File: src/rtl/hpm_counters_pkg.sv
// Shared constants and types for the machine-mode counter / HPM unit.
// Optional feature macro: HPM_OVERFLOW_IRQ_EN (overflow flag, M-mode inhibit, lcofi_irq).
package hpm_counters_pkg;

   localparam int DEF_NUM_HPM    = 4;
   localparam int DEF_CNT_WIDTH  = 64;
   localparam int DEF_NUM_EVENTS = 8;
   localparam int DEF_XLEN       = 64;

   // CSR addresses; the HPM bases anchor the 32-entry blocks
   localparam logic [11:0] CSR_MCOUNTEREN    = 12'h306;
   localparam logic [11:0] CSR_MCOUNTINHIBIT = 12'h320;
   localparam logic [11:0] CSR_MHPMEVENT3    = 12'h323;
   localparam logic [11:0] CSR_MHPMCOUNTER3  = 12'hB03;
   localparam logic [11:0] CSR_HPMCOUNTER3   = 12'hC03;

   typedef logic [4:0] cnt_idx_t;

   // counter index inside a block (addr[4:0])
   localparam cnt_idx_t IDX_CYCLE   = 5'd0;
   localparam cnt_idx_t IDX_TIME    = 5'd1;
   localparam cnt_idx_t IDX_INSTRET = 5'd2;
   localparam int       HPM_FIRST   = 3;

   typedef enum logic [1:0] {
      PRIV_U = 2'b00,
      PRIV_S = 2'b01,
      PRIV_M = 2'b11
   } priv_e;

   // selector value 0 means "no event"; ids 1..NUM_EVENTS map to events[id-1]
   typedef enum logic [7:0] {
      EVT_NONE  = 8'd0,
      EVT_FIRST = 8'd1,
      EVT_LAST  = 8'd255
   } event_id_e;

   // implemented bits of mcountinhibit / mcounteren: CY, IR and the HPM range (TM is absent)
   function automatic logic [31:0] cnt_mask(int num_hpm);
      logic [31:0] m;
      m = 32'h0000_0005;
      for (int i = 0; i < num_hpm; i++) m[HPM_FIRST+i] = 1'b1;
      return m;
   endfunction

endpackage

File: src/rtl/hpm_counter_slice.sv
// One programmable counter with its event selector and inhibit gating.
// With HPM_OVERFLOW_IRQ_EN the selector also carries OF (bit XLEN-1) and MINH (bit XLEN-2).
module hpm_counter_slice
   import hpm_counters_pkg::*;
#(
   parameter int CNT_WIDTH  = DEF_CNT_WIDTH,
   parameter int NUM_EVENTS = DEF_NUM_EVENTS,
   parameter int XLEN       = DEF_XLEN
) (
   input  logic                  clk,
   input  logic                  rst,
   input  logic [NUM_EVENTS-1:0] events_q,
   input  logic                  inhibit,
   input  logic                  priv_m,
   input  logic                  cnt_we,
   input  logic                  evt_we,
   input  logic [XLEN-1:0]       wdata,
   output logic [CNT_WIDTH-1:0]  count,
   output logic [XLEN-1:0]       event_rd,
   output logic                  of
);

   logic [7:0]   sel;
   logic [7:0]   sel_w;
   logic         sel_ok;
   logic [255:0] ev_ext;
   logic [63:0]  wext;
   logic         minh;
   logic         inc;

   assign wext   = 64'(wdata);
   assign sel_w  = wdata[7:0];
   assign sel_ok = (sel_w <= 8'(NUM_EVENTS));
   // shift by one so selector id k lands on events_q[k-1]; id 0 hits a constant 0
   assign ev_ext = 256'({events_q, 1'b0});
   assign inc    = (sel != EVT_NONE) && ev_ext[sel] && !inhibit && !(minh && priv_m);

   // counter: a software write replaces the value and drops that cycle's increment
   always_ff @(posedge clk or negedge rst)
      if (!rst)        count <= '0;
      else if (cnt_we) count <= wext[CNT_WIDTH-1:0];
      else if (inc)    count <= count + CNT_WIDTH'(1);

   // selector: out-of-range ids are stored as 0 (never counts)
   always_ff @(posedge clk or negedge rst)
      if (!rst)        sel <= '0;
      else if (evt_we) sel <= sel_ok ? sel_w : 8'd0;

`ifdef HPM_OVERFLOW_IRQ_EN
   logic wrap;
   assign wrap = inc && !cnt_we && (&count);

   // OF is sticky; a hardware wrap beats a same-cycle software clear
   always_ff @(posedge clk or negedge rst)
      if (!rst) begin
         of   <= 1'b0;
         minh <= 1'b0;
      end else begin
         if (evt_we) minh <= wdata[XLEN-2];
         if (wrap)        of <= 1'b1;
         else if (evt_we) of <= wdata[XLEN-1];
      end

   assign event_rd = {of, minh, {(XLEN-10){1'b0}}, sel};
`else
   logic unused_priv;
   assign unused_priv = priv_m;
   assign of          = 1'b0;
   assign minh        = 1'b0;
   assign event_rd    = XLEN'(sel);
`endif

endmodule

File: src/rtl/hpm_counters.sv
// Machine-mode counters: mcycle, minstret, NUM_HPM programmable HPM counters,
// mcountinhibit, mcounteren and the user read aliases, answering exec-stage CSR accesses.
// Optional feature macro: HPM_OVERFLOW_IRQ_EN (overflow flags and lcofi_irq).
module hpm_counters
   import hpm_counters_pkg::*;
#(
   parameter int NUM_HPM    = DEF_NUM_HPM,
   parameter int CNT_WIDTH  = DEF_CNT_WIDTH,
   parameter int NUM_EVENTS = DEF_NUM_EVENTS,
   parameter int XLEN       = DEF_XLEN
) (
   input  logic                  clk,
   input  logic                  rst,
   input  logic                  inst_retired,
   input  logic [NUM_EVENTS-1:0] events,
   input  logic [1:0]            privilege_mode,
   input  logic                  csr_valid,
   input  logic [11:0]           csr_addr,
   input  logic                  csr_we,
   input  logic [XLEN-1:0]       csr_wdata,
   output logic                  csr_hit,
   output logic [XLEN-1:0]       csr_rdata,
   output logic                  csr_illegal,
   output logic                  lcofi_irq
);

   localparam logic [31:0] CNT_MASK = cnt_mask(NUM_HPM);
   localparam logic [6:0]  BLK_EVT  = CSR_MHPMEVENT3[11:5];
   localparam logic [6:0]  BLK_MCNT = CSR_MHPMCOUNTER3[11:5];
   localparam logic [6:0]  BLK_UCNT = CSR_HPMCOUNTER3[11:5];

   logic [6:0]     blk;
   cnt_idx_t       idx;
   logic           is_counteren, is_inhibit, is_evt, is_mcnt, is_ucnt;
   logic           wr;
   logic           priv_m;
   logic [63:0]    wext;

   logic [CNT_WIDTH-1:0]                mcycle, minstret;
   logic [31:0]                         counteren, inhibit;
   logic                                retire_q;
   logic [NUM_EVENTS-1:0]               events_q;
   logic [NUM_HPM-1:0][CNT_WIDTH-1:0]   hpm_cnt;
   logic [NUM_HPM-1:0][XLEN-1:0]        hpm_evt;
   logic [NUM_HPM-1:0]                  hpm_of;
   logic [31:0][CNT_WIDTH-1:0]          cnt_view;
   logic [31:0][XLEN-1:0]               evt_view;

   assign blk    = csr_addr[11:5];
   assign idx    = csr_addr[4:0];
   assign priv_m = (privilege_mode == PRIV_M);
   assign wext   = 64'(csr_wdata);

   // unimplemented HPM slots inside the blocks still hit and read as zero
   assign is_counteren = (csr_addr == CSR_MCOUNTEREN);
   assign is_inhibit   = (csr_addr == CSR_MCOUNTINHIBIT);
   assign is_evt       = (blk == BLK_EVT) && (idx >= cnt_idx_t'(HPM_FIRST));
   assign is_mcnt      = (blk == BLK_MCNT) && (idx != IDX_TIME);
   assign is_ucnt      = (blk == BLK_UCNT);
   assign csr_hit      = is_counteren | is_inhibit | is_evt | is_mcnt | is_ucnt;

   // user aliases are read-only; below M-mode they also need the mcounteren bit
   assign csr_illegal = csr_valid && is_ucnt && (csr_we || (!priv_m && !counteren[idx]));
   assign wr          = csr_valid && csr_we && csr_hit && !csr_illegal;

   // retire/event inputs get one register stage of slack
   always_ff @(posedge clk or negedge rst)
      if (!rst) begin
         retire_q <= 1'b0;
         events_q <= '0;
      end else begin
         retire_q <= inst_retired;
         events_q <= events;
      end

   // control registers: only implemented bits are stored
   always_ff @(posedge clk or negedge rst)
      if (!rst) begin
         counteren <= '0;
         inhibit   <= '0;
      end else begin
         if (wr && is_counteren) counteren <= csr_wdata[31:0] & CNT_MASK;
         if (wr && is_inhibit)   inhibit   <= csr_wdata[31:0] & CNT_MASK;
      end

   // mcycle: free-running unless inhibited; a write wins over the increment
   always_ff @(posedge clk or negedge rst)
      if (!rst)                              mcycle <= '0;
      else if (wr && is_mcnt && idx == IDX_CYCLE) mcycle <= wext[CNT_WIDTH-1:0];
      else if (!inhibit[0])                  mcycle <= mcycle + CNT_WIDTH'(1);

   // minstret: counts buffered retirements; a write wins over the increment
   always_ff @(posedge clk or negedge rst)
      if (!rst)                                  minstret <= '0;
      else if (wr && is_mcnt && idx == IDX_INSTRET) minstret <= wext[CNT_WIDTH-1:0];
      else if (retire_q && !inhibit[2])          minstret <= minstret + CNT_WIDTH'(1);

   for (genvar i = 0; i < NUM_HPM; i++) begin : g_hpm
      hpm_counter_slice #(
         .CNT_WIDTH  (CNT_WIDTH),
         .NUM_EVENTS (NUM_EVENTS),
         .XLEN       (XLEN)
      ) u_slice (
         .clk      (clk),
         .rst      (rst),
         .events_q (events_q),
         .inhibit  (inhibit[HPM_FIRST+i]),
         .priv_m   (priv_m),
         .cnt_we   (wr && is_mcnt && idx == cnt_idx_t'(HPM_FIRST+i)),
         .evt_we   (wr && is_evt  && idx == cnt_idx_t'(HPM_FIRST+i)),
         .wdata    (csr_wdata),
         .count    (hpm_cnt[i]),
         .event_rd (hpm_evt[i]),
         .of       (hpm_of[i])
      );
   end

   // read mux: every counter block is a 32-entry view indexed by addr[4:0]
   always_comb begin
      cnt_view              = '0;
      evt_view              = '0;
      cnt_view[IDX_CYCLE]   = mcycle;
      cnt_view[IDX_TIME]    = mcycle;
      cnt_view[IDX_INSTRET] = minstret;
      for (int i = 0; i < NUM_HPM; i++) begin
         cnt_view[HPM_FIRST+i] = hpm_cnt[i];
         evt_view[HPM_FIRST+i] = hpm_evt[i];
      end
      csr_rdata = '0;
      if (is_counteren)          csr_rdata = XLEN'(counteren);
      else if (is_inhibit)       csr_rdata = XLEN'(inhibit);
      else if (is_evt)           csr_rdata = evt_view[idx];
      else if (is_mcnt || is_ucnt) csr_rdata = XLEN'(cnt_view[idx]);
   end

`ifdef HPM_OVERFLOW_IRQ_EN
   // interrupt follows the OF flags by one edge
   always_ff @(posedge clk or negedge rst)
      if (!rst) lcofi_irq <= 1'b0;
      else      lcofi_irq <= |hpm_of;
`else
   logic unused_of;
   assign unused_of = |hpm_of;
   assign lcofi_irq = 1'b0;
`endif

endmodule

File: config.mk
export PLATFORM = sky130hd
export DESIGN_NAME = hpm_counters
export DESIGN_NICKNAME = d
export VERILOG_FILES = /design/src/rtl/hpm_counters_pkg.sv /design/src/rtl/hpm_counter_slice.sv /design/src/rtl/hpm_counters.sv
export SDC_FILE = /design/constraint.sdc
export NUM_CORES = 1
export LEC_CHECK = 0
export ABC_AREA = 1
export BUFFER_PORTS_ARGS = -buffer_cell sky130_fd_sc_hd__buf_4
export CELL_PAD_IN_SITES_DETAIL_PLACEMENT = 1
export CELL_PAD_IN_SITES_GLOBAL_PLACEMENT = 2
export CORE_MARGIN = 2
export CORE_UTILIZATION = 30
export DETAILED_ROUTE_END_ITERATION = 8
export PLACE_DENSITY = 0.75
export REMOVE_ABC_BUFFERS = 1
export SETUP_SLACK_MARGIN = 0.1
export SKIP_CTS_REPAIR_TIMING = 1
export SLEW_MARGIN = 5
export SYNTH_ARGS = -nofsm -noshare
export SYNTH_HDL_FRONTEND = slang
export SYNTH_HIERARCHICAL = 1
export SYNTH_SLANG_ARGS = --single-unit
File: constraint.sdc
create_clock -name clk -period 7.15 [get_ports clk]
set_clock_uncertainty 0.15 [all_clocks]
set_input_delay 0.715 -clock clk [delete_from_list [all_inputs] [get_ports clk]]
set_output_delay 0.715 -clock clk [all_outputs]
set_load 0.01 [all_outputs]
---- Yosys cells after proc, flatten, opt, wreduce, memory -nomap -nowiden ----
Index checks and enable logic that the tools add are counted.
storage, ports and cells
  register bits ........................... 437
  input port bits ......................... 91
  output and inout bits ................... 67
  logic and storage cells ................. 126
operators by class
  add/sub/neg operators ................... 6
  $lt $le $gt $ge ......................... 7
  eq/ne operators ......................... 13
  muxes and demuxes ....................... 31
  bitwise operators ....................... 4
  reduce and logical (&&, ||, !) cells .... 51
operators with widths
  kind                     number
  $mux W64                 18
  $bmux W64 S5             2
  $add A64 B1 Y64 const B  6
  $lt A8 B9 Y1 const B     4
  $bmux W1 S8              4
  $reduce_bool A8 Y1       4
  $logic_and A1 B1 Y1      31
  $eq A12 B10 Y1 const B   2
  $eq A5 B3 Y1 const B     3
  $eq A7 B7 Y1 const B     2
  $eq A5 B2 Y1 const B     2
  $reduce_bool A2 Y1       5
  $le A8 B4 Y1 const B     1
  $logic_not A1 Y1         8
  $mux W8                  1
  $eq A7 B5 Y1 const B     1
  $lt A5 B6 Y1 const B     1
  $bmux W1 S5              1
  $ge A5 B2 Y1 const B     1
  $logic_not A5 Y1         1
  $mux W1                  5
  $ne A5 B1 Y1 const B     1
  $or A1 B1 Y1             4
  $eq A2 B2 Y1 const B     1
  2 further kinds          3

---- Depth between registers and ports, before layout ----
Gate-level depths: netlist (run 1).
  depth in word-level cells ............... 11
  gate-level depth with buffers ........... 20
  mapped depth without buffers ............ 15

---- Hierarchy ----
Netlist (run 1), hierarchy kept.
modules (own cells, without submodules)
  module                                     times used  cells an instance  area an instance (sq um)  sequential area each (sq um)
  hpm_counter_slice at g_hpm[0].u_slice ...  3           998                6,080.8                   1,801.7
  hpm_counters                               1           3,200              17,643.2                  3,728.6
  hpm_counter_slice at g_hpm[2].u_slice      1           1,002              6,090.8                   1,801.7

---- Worst setup path before layout (run 1) ----
Ideal clock, no wire load.
  path type ............................... in2reg
  from .................................... in csr_addr[0]
  to ...................................... reg g_hpm[0].u_slice.count[59]
  setup time .............................. 125 ps
  arrival time ............................ 2,957 ps
  required time ........................... 6,875 ps
  slack ................................... 3,918 ps
  cell stages on the path ................. 17
  path buffers ............................ 5
  cell sequence ........................... buf_4 -> inv_2 -> nand2_2 -> nor2_2 -> nand2_2 -> nand2_2 -> o21bai_2 -> nor2_4 -> buf_6 -> nand2_1 -> nor2_1 -> buf_2 -> clkinv_1 -> buf_2 -> buf_1 -> nand3_1 -> nand3_1
between the ends
  longest elaborated chain between the ends .. 11
  elaborated cells between the ends (all ways) .. 24
  those cells by class .................... 1 x order compare; 4 x eq/ne; 3 x mux; 4 x bitwise; 12 x reduce/logical
ends and longest elaborated chain
  what                                            line                     RTL
  start, declared                                 hpm_counters.sv:18       input logic [11:0] csr_addr,
  $bmux W1 S5                                     hpm_counters.sv:63       assign csr_illegal = csr_valid && is_ucnt && (csr_we || (!priv_m && !counteren[idx]));
  $mux W1 (not written as such)                   hpm_counters.sv:63
  $logic_not A1 Y1                                hpm_counters.sv:63
  $logic_and A1 B1 Y1                             hpm_counters.sv:63
  $logic_or A1 B1 Y1                              hpm_counters.sv:63
  $logic_and A1 B1 Y1                             hpm_counters.sv:63
  $logic_not A1 Y1                                hpm_counters.sv:64       assign wr = csr_valid && csr_we && csr_hit && !csr_illegal;
  $logic_and A1 B1 Y1                             hpm_counters.sv:64
  $logic_and A1 B1 Y1                             hpm_counters.sv:109      .cnt_we (wr && is_mcnt && idx == cnt_idx_t'(HPM_FIRST+i)),
  $logic_and A1 B1 Y1 (*)                         hpm_counters.sv:109
  $mux W64 or $reduce_bool A2 Y1 (tied branches)  -
  end signal, assigned                            hpm_counter_slice.sv:41  else if (cnt_we) count <= wext[CNT_WIDTH-1:0];
  end signal, assigned                            hpm_counter_slice.sv:42  else if (inc) count <= count + CNT_WIDTH'(1);
  end, declared                                   hpm_counter_slice.sv:18  output logic [CNT_WIDTH-1:0] count,
Mark *: on every way between the ends. The rest lies on a longest branch, timed or not. The select of a mux whose other input is x is not followed.
A chain may end at the register's enable or synchronous reset.

---- Worst setup path after layout (run 1) ----
  from .................................... in csr_addr[1]
  to ...................................... out csr_rdata[52]
between the ends
  longest elaborated chain between the ends .. 7
  elaborated cells between the ends (all ways) .. 15
  those cells by class .................... 1 x order compare; 3 x eq/ne; 8 x mux; 3 x reduce/logical
ends and longest elaborated chain
  what                                                                  line                 RTL
  parallel branches: the longest is 6 deep, another holds $bmux W64 S5  -
  $mux W64 (*)                                                          hpm_counters.sv:130  if (is_counteren) csr_rdata = XLEN'(counteren);
  end, declared                                                         hpm_counters.sv:22   output logic [XLEN-1:0] csr_rdata,
Mark *: on every way between the ends. The select of a mux whose other input is x is not followed.

==> results of run 1 <==
==> path summary, 6_finish.rpt <==
path	start	end
hold / removal	events[7]	events_q[7]$_DFF_PN0_
max in group asynchronous	rst	mcycle[60]$_DFFE_PN0P_
setup reg to reg	counteren[3]$_DFFE_PN0P_	g_hpm[2].u_slice/count[19]$_DFFE_PN0P_
min in group asynchronous	rst	g_hpm[1].u_slice/count[8]$_DFFE_PN0P_
setup / recovery	csr_addr[1]	csr_rdata[52]
hold reg to reg	g_hpm[3].u_slice/sel[4]$_DFFE_PN0P_	g_hpm[3].u_slice/sel[4]$_DFFE_PN0P_
==> power groups by stage <==
stage	sequential, mW	combinational (mW)	clock (mW)
final	2.59	0.788	3.69
after floorplan	2.60	0.289	0
after detailed placement	2.63	0.750	0
after global routing	2.60	0.823	3.81
after global placement	2.63	0.746	0
after CTS	2.59	0.752	3.74
==> sequential cells by signal (all words and copies together) (netlist names) <==
| name | flops |
|---|---|
| counteren | 6 |
| events_q | 8 |
| g_hpm.u_slice/count | 256 |
| g_hpm.u_slice/sel | 32 |
| inhibit | 6 |
| mcycle | 64 |
| minstret | 64 |
| retire_q | 1 |
==> cell usage in the layout (no fill, tap or decap), types with 6 or more instances in the layout <==
cell type / n
clkbuf_16: 67
nand3b_1: 16
nand3_2: 6
o21ai_0: 220
dfrtp_1: 436
nor2_2: 47
a21oi_1: 188
a221oi_1: 19
conb_1: 225
nand2_2: 13
nor2_1: 757
o21bai_1: 12
nor2_4: 31
inv_1: 447
clkbuf_1: 10
xor2_1: 57
o21ai_1: 54
nand4_1: 236
buf_4: 200
nor3_1: 80
nand2_1: 2757
diode_2: 16
o22ai_1: 56
bufinv_16: 9
inv_2: 25
a22oi_1: 58
ha_1: 6
clkinv_2: 10
clkbuf_8: 15
dlygate4sd3_1: 8
xnor2_1: 80
nand3_1: 979
==> cell type report <==
| type | instances | area, um2 | share of cell area |
|---|---|---|---|
| timing repair buffer | 213 | 1680 | 0.0365 |
| antenna | 16 | 40.0 | 0.000872 |
| clock inverter | 24 | 390 | 0.00850 |
| tap | 1876 | 2350 | 0.0511 |
| multi-input combinational | 5944 | 26800 | 0.584 |
| sequential | 437 | 10900 | 0.238 |
| clock buffer | 92 | 1920 | 0.0418 |
| inverter | 476 | 1800 | 0.0391 |
==> through the flow <==
step	hold WS [ns]	cell area [um2]	worst slack (ns)	total power [mW]	TNS, ns
final	-0.00423	45900	2.17	7.07	0
after global routing	0.00354	45900	2.27	7.23	0
after CTS	-0.0497	45800	2.42	7.08	0
after detailed placement	0.351	43500	2.13	3.39	0
after global placement	0.332	43500	2.21	3.38	0
after floorplan	0.269	39500	-5.00	2.89	-1350.54
==> critical path: stages <==
cell and delay [ns]:
buf_4 0.25, nand2_1 0.22, inv_2 0.66, buf_4 0.50
a21oi_1 0.30, o21ai_0 0.71, nand3_1 0.19, nand2_1 0.12
nand3_1 0.11, inv_1 0.11, buf_4 0.12
==> routing by layer <==
layer | GRT usage | part of all wire | up-vias
li1 | - | - | 22800
met5 | 0 | 0.00058 | -
met4 | 0.234 | 0.071 | 22
met3 | 0.0723 | 0.093 | 533
met2 | 0.535 | 0.42 | 2464
met1 | 0.491 | 0.42 | 25500
==> impl_metrics.toml, run 1 <==
[flow_run]
cap_violations = 0

[floorplanning]
dieArea_um2 = 143000
fp.dieH_um = 378
initial_utilization = 0.301
core_area_um2 = 139000
dieWidth_um = 378
num_rows = 137
io_pins = 158

[global_route]
grt.total_usage = 0.366
overflow = 0
grt_pass1_wl_mm = 374
antenna_found_initial = 27
grt_pass1_vias = 49200
grt_max_degree = 123

[outcome]
violations = "hold timing"
outcome = "finished, violations left"

[worst_hold_path]
hold_depth = 1
min_path_type = "in -> reg"

[synth]
synthCells = 7191
synth_area_um2 = 41900
avgSynthCellArea_um2 = 5.83
ys_warn_count = 6

[worst_setup_path]
crit_fanout = 32
r2r_cells = 14
crit_required_ns = 6.28
crit_arrival_ns = 4.11
setup.worst_path.start_class = "primary input"
worstSetupEndpointType = "primary output"
critPathKind = "in -> out"
reg2reg_slack_ns = 3.07

[pwr]
switchingPower_mw = 2.19
p_int_mw = 4.88
clockPowerShare = 0.522
switching_share = 0.310
vdd_ir_drop_max_uv = 151
leakage_nw = 19.6
p_comb_frac = 0.112
power_frac_seq = 0.367
powerDensity_nw_per_um2 = 154

[detailed_routing]
vias = 51300
ant_nets = 0
drt_pass1_iterations = 6
drc_errors = 0
via_per_inst = 5.65
drtIter0Drc = 5862
wire_per_inst_um = 29.4
drt_wl_total_mm = 267

[clocking]
clock-sinks = 437
htreeDepth = 3
clock_latency_ns = 0.71
clk_pin_slew_worst_paths_ns = 0.06
clockBufferDepth = 3
cts_made_buffers = 66
cts_tree = "done"
clockRootBuffer = "clkbuf_16"

[sta]
rsz0062_at_grt = "false"
finalSetupViolations = 0
fmax_mhz = 201
finalHoldViolCount = 2
maxSlewViolCount = 0
holdWs_ns = -0.00423
max-slew-margin-rel = 0.241
min_period_over_period = 0.696
fin_crit_ns = 4.98
worst_slew_pin_slew_ns = 1.14

[final_layout]
area_delta_synth_final_pct = 9.53
layout.nets = 7235
final_cells = 9078
nFillCells = 18700
drive_gt1_frac = 0.0644
utilization = 0.330

[placement]
hpwlAfterDp_mm = 196
dp.cells = 8938
gp_congestion = 1.06
portBuffers = 156
Note: power is estimated with default switching activity, not from simulation.
==> run 2: changes to the inputs <==
==> constraint.sdc (replaced) <==
create_clock -name clk -period 4.9 [get_ports clk]
set_clock_uncertainty 0.15 [all_clocks]
set_input_delay 0.49 -clock clk [delete_from_list [all_inputs] [get_ports clk]]
set_output_delay 0.49 -clock clk [all_outputs]
set_load 0.01 [all_outputs]
==> impl_metrics.toml, run 2 (same netlist as run 1, synthesis figures left out) <==
[outcome]
outcome = "complete, no violations"

[floorplanning]
dieWidth_um = 378
fp.dieH_um = 378
core_area_um2 = 139000
dieArea_um2 = 143000
io_pins = 158
num_rows = 137
initial_utilization = 0.301

[flow_run]
cap_violations = 0

[final_layout]
final_common_cell = "nand2_1"
layout_common_cells = "nand2_1 (2,757), nand3_1 (979), nor2_1 (757), inv_1 (447), dfrtp_1 (436)"
area_delta_synth_final_pct = 9.87
layout.nets = 7242
drive_gt1_frac = 0.0651
final_cells = 9086
top_register = "g_hpm.u_slice/count"
reg.largest.list = "g_hpm.u_slice/count x256, mcycle x64, minstret x64"
largest_reg_flops = 256

[sta]
holdWs_ns = 0.0501
finalSetupViolations = 0
rsz0062_at_grt = "false"
max-slew-margin-rel = 0.165
worst_slew_pin_slew_ns = 1.25
fin_crit_ns = 4.25
min_period_over_period = 0.867
maxSlewViolCount = 0
fmax_mhz = 235
finalHoldViolCount = 0
fin_setup_tns_ns = 0
setup_ws_ns = 0.651

[clocking]
cts_made_buffers = 68
clockRootBuffer = "clkbuf_16"
clockBufferDepth = 3
htreeDepth = 3
clk_pin_slew_worst_paths_ns = 0.05
clock-sinks = 437
clock_latency_ns = 0.69
cts_tree = "done"

[detailed_routing]
drt_wl_total_mm = 272
wire_per_inst_um = 29.9
drt_pass1_iterations = 5
via_per_inst = 5.63
ant_nets = 0
drc_errors = 0
drtIter0Drc = 5801
vias = 51200

[global_route]
overflow = 0
grt.total_usage = 0.374
antenna_found_initial = 28
grt_pass1_wl_mm = 380
grt_max_degree = 129
grt_pass1_vias = 49600

[worst_setup_path]
crit_fanout = 65
r2r_cells = 13
crit_arrival_ns = 3.61
crit_top_cell = "buf_4"
crit_chain = "buf_4 -> nor2_4 -> buf_4 -> buf_4 -> nand2_1 -> o21ai_0 -> nand2_1 -> o21ai_0 -> a21oi_1 -> nor2_1 -> buf_4"
worstSetupEndpointType = "primary output"
critPathSlowestCell = "buf_4"
reg2reg_slack_ns = 1.29
cpPeakStageDelay_ns = 0.77
critPathKind = "in -> out"
setup.worst_path.start_class = "primary input"
crit_required_ns = 4.26

[placement]
dp.cells = 8941
gp_congestion = 1.02
portBuffers = 156
hpwlAfterDp_mm = 201
dp_slack_ns = 0.660

[pwr]
finalPower_mw = 10.3
leakage_nw = 19.7
powerDensity_nw_per_um2 = 224
vdd_ir_drop_max_uv = 196

[worst_hold_path]
min_path_type = "in -> reg"
hold_depth = 3
-- run 2: cell count changes in the layout (fill, tap and decap cells not counted), moves of 2 or more --
cell           change
buf_12             +9
buf_4              -6
clkbuf_1           +6
diode_2            -6
bufinv_16          -3
clkinv_2           +3
clkbuf_8           -2
clkinv_8           +2
clkinvlp_4         +2
dlygate4sd3_1      +2
-- run 2: worst max-delay path, delay by kind of cell --
| family | cells | cell delay, ns |
|---|---|---|
| AO/OA/AOI/OAI | 3 | 0.49 |
| buffers and inverters | 4 | 1.75 |
| AND/OR/NAND/NOR | 4 | 0.74 |
-- run 2: final cells by class --
type	count	area, um2
fill	18700	93100
multi-input combinational	5944	26800
sequential	437	10900
tap	1876	2350
clock buffer	97	1940
timing repair buffer	218	1830
inverter	476	1800
clock inverter	28	373
antenna	10	25.0
-- run 2: path summary, 6_finish.rpt --
check                                                     from                                endpoint
max reg2reg                           counteren[2]$_DFFE_PN0P_  g_hpm[3].u_slice/count[32]$_DFFE_PN0P_
max in group asynchronous                                  rst                  inhibit[0]$_DFFE_PN0P_
min in group asynchronous                                  rst  g_hpm[1].u_slice/count[19]$_DFFE_PN0P_
max                                                csr_addr[3]                            csr_rdata[6]
min reg2reg                g_hpm[1].u_slice/sel[5]$_DFFE_PN0P_     g_hpm[1].u_slice/sel[5]$_DFFE_PN0P_
min                                               csr_wdata[3]     g_hpm[1].u_slice/sel[3]$_DFFE_PN0P_
-- run 2: metrics by stage --
step,util,area [um2]
after floorplan,-,39500
after global placement,0.314,43600
after detailed placement,0.314,43600
after CTS,0.330,46000
after global routing,0.331,46100
final,0.331,46100
-- run 2: routing by layer --
metal	wire length [um]	global-route usage	vias up
met5	165	0	-
met4	16600	0.207	24
met3	22600	0.0764	454
met2	113000	0.547	2130
met1	120000	0.511	25800
li1	-	-	22800
-- run 2: where the power goes --
| group | switching (mW) | total (mW) | internal [mW] |
|---|---|---|---|
| Sequential | 0.131 | 3.80 | 3.67 |
| Combinational | 0.942 | 1.18 | 0.241 |
| Clock | 2.23 | 5.32 | 3.10 |
| Total | 3.30 | 10.3 | 7.00 |
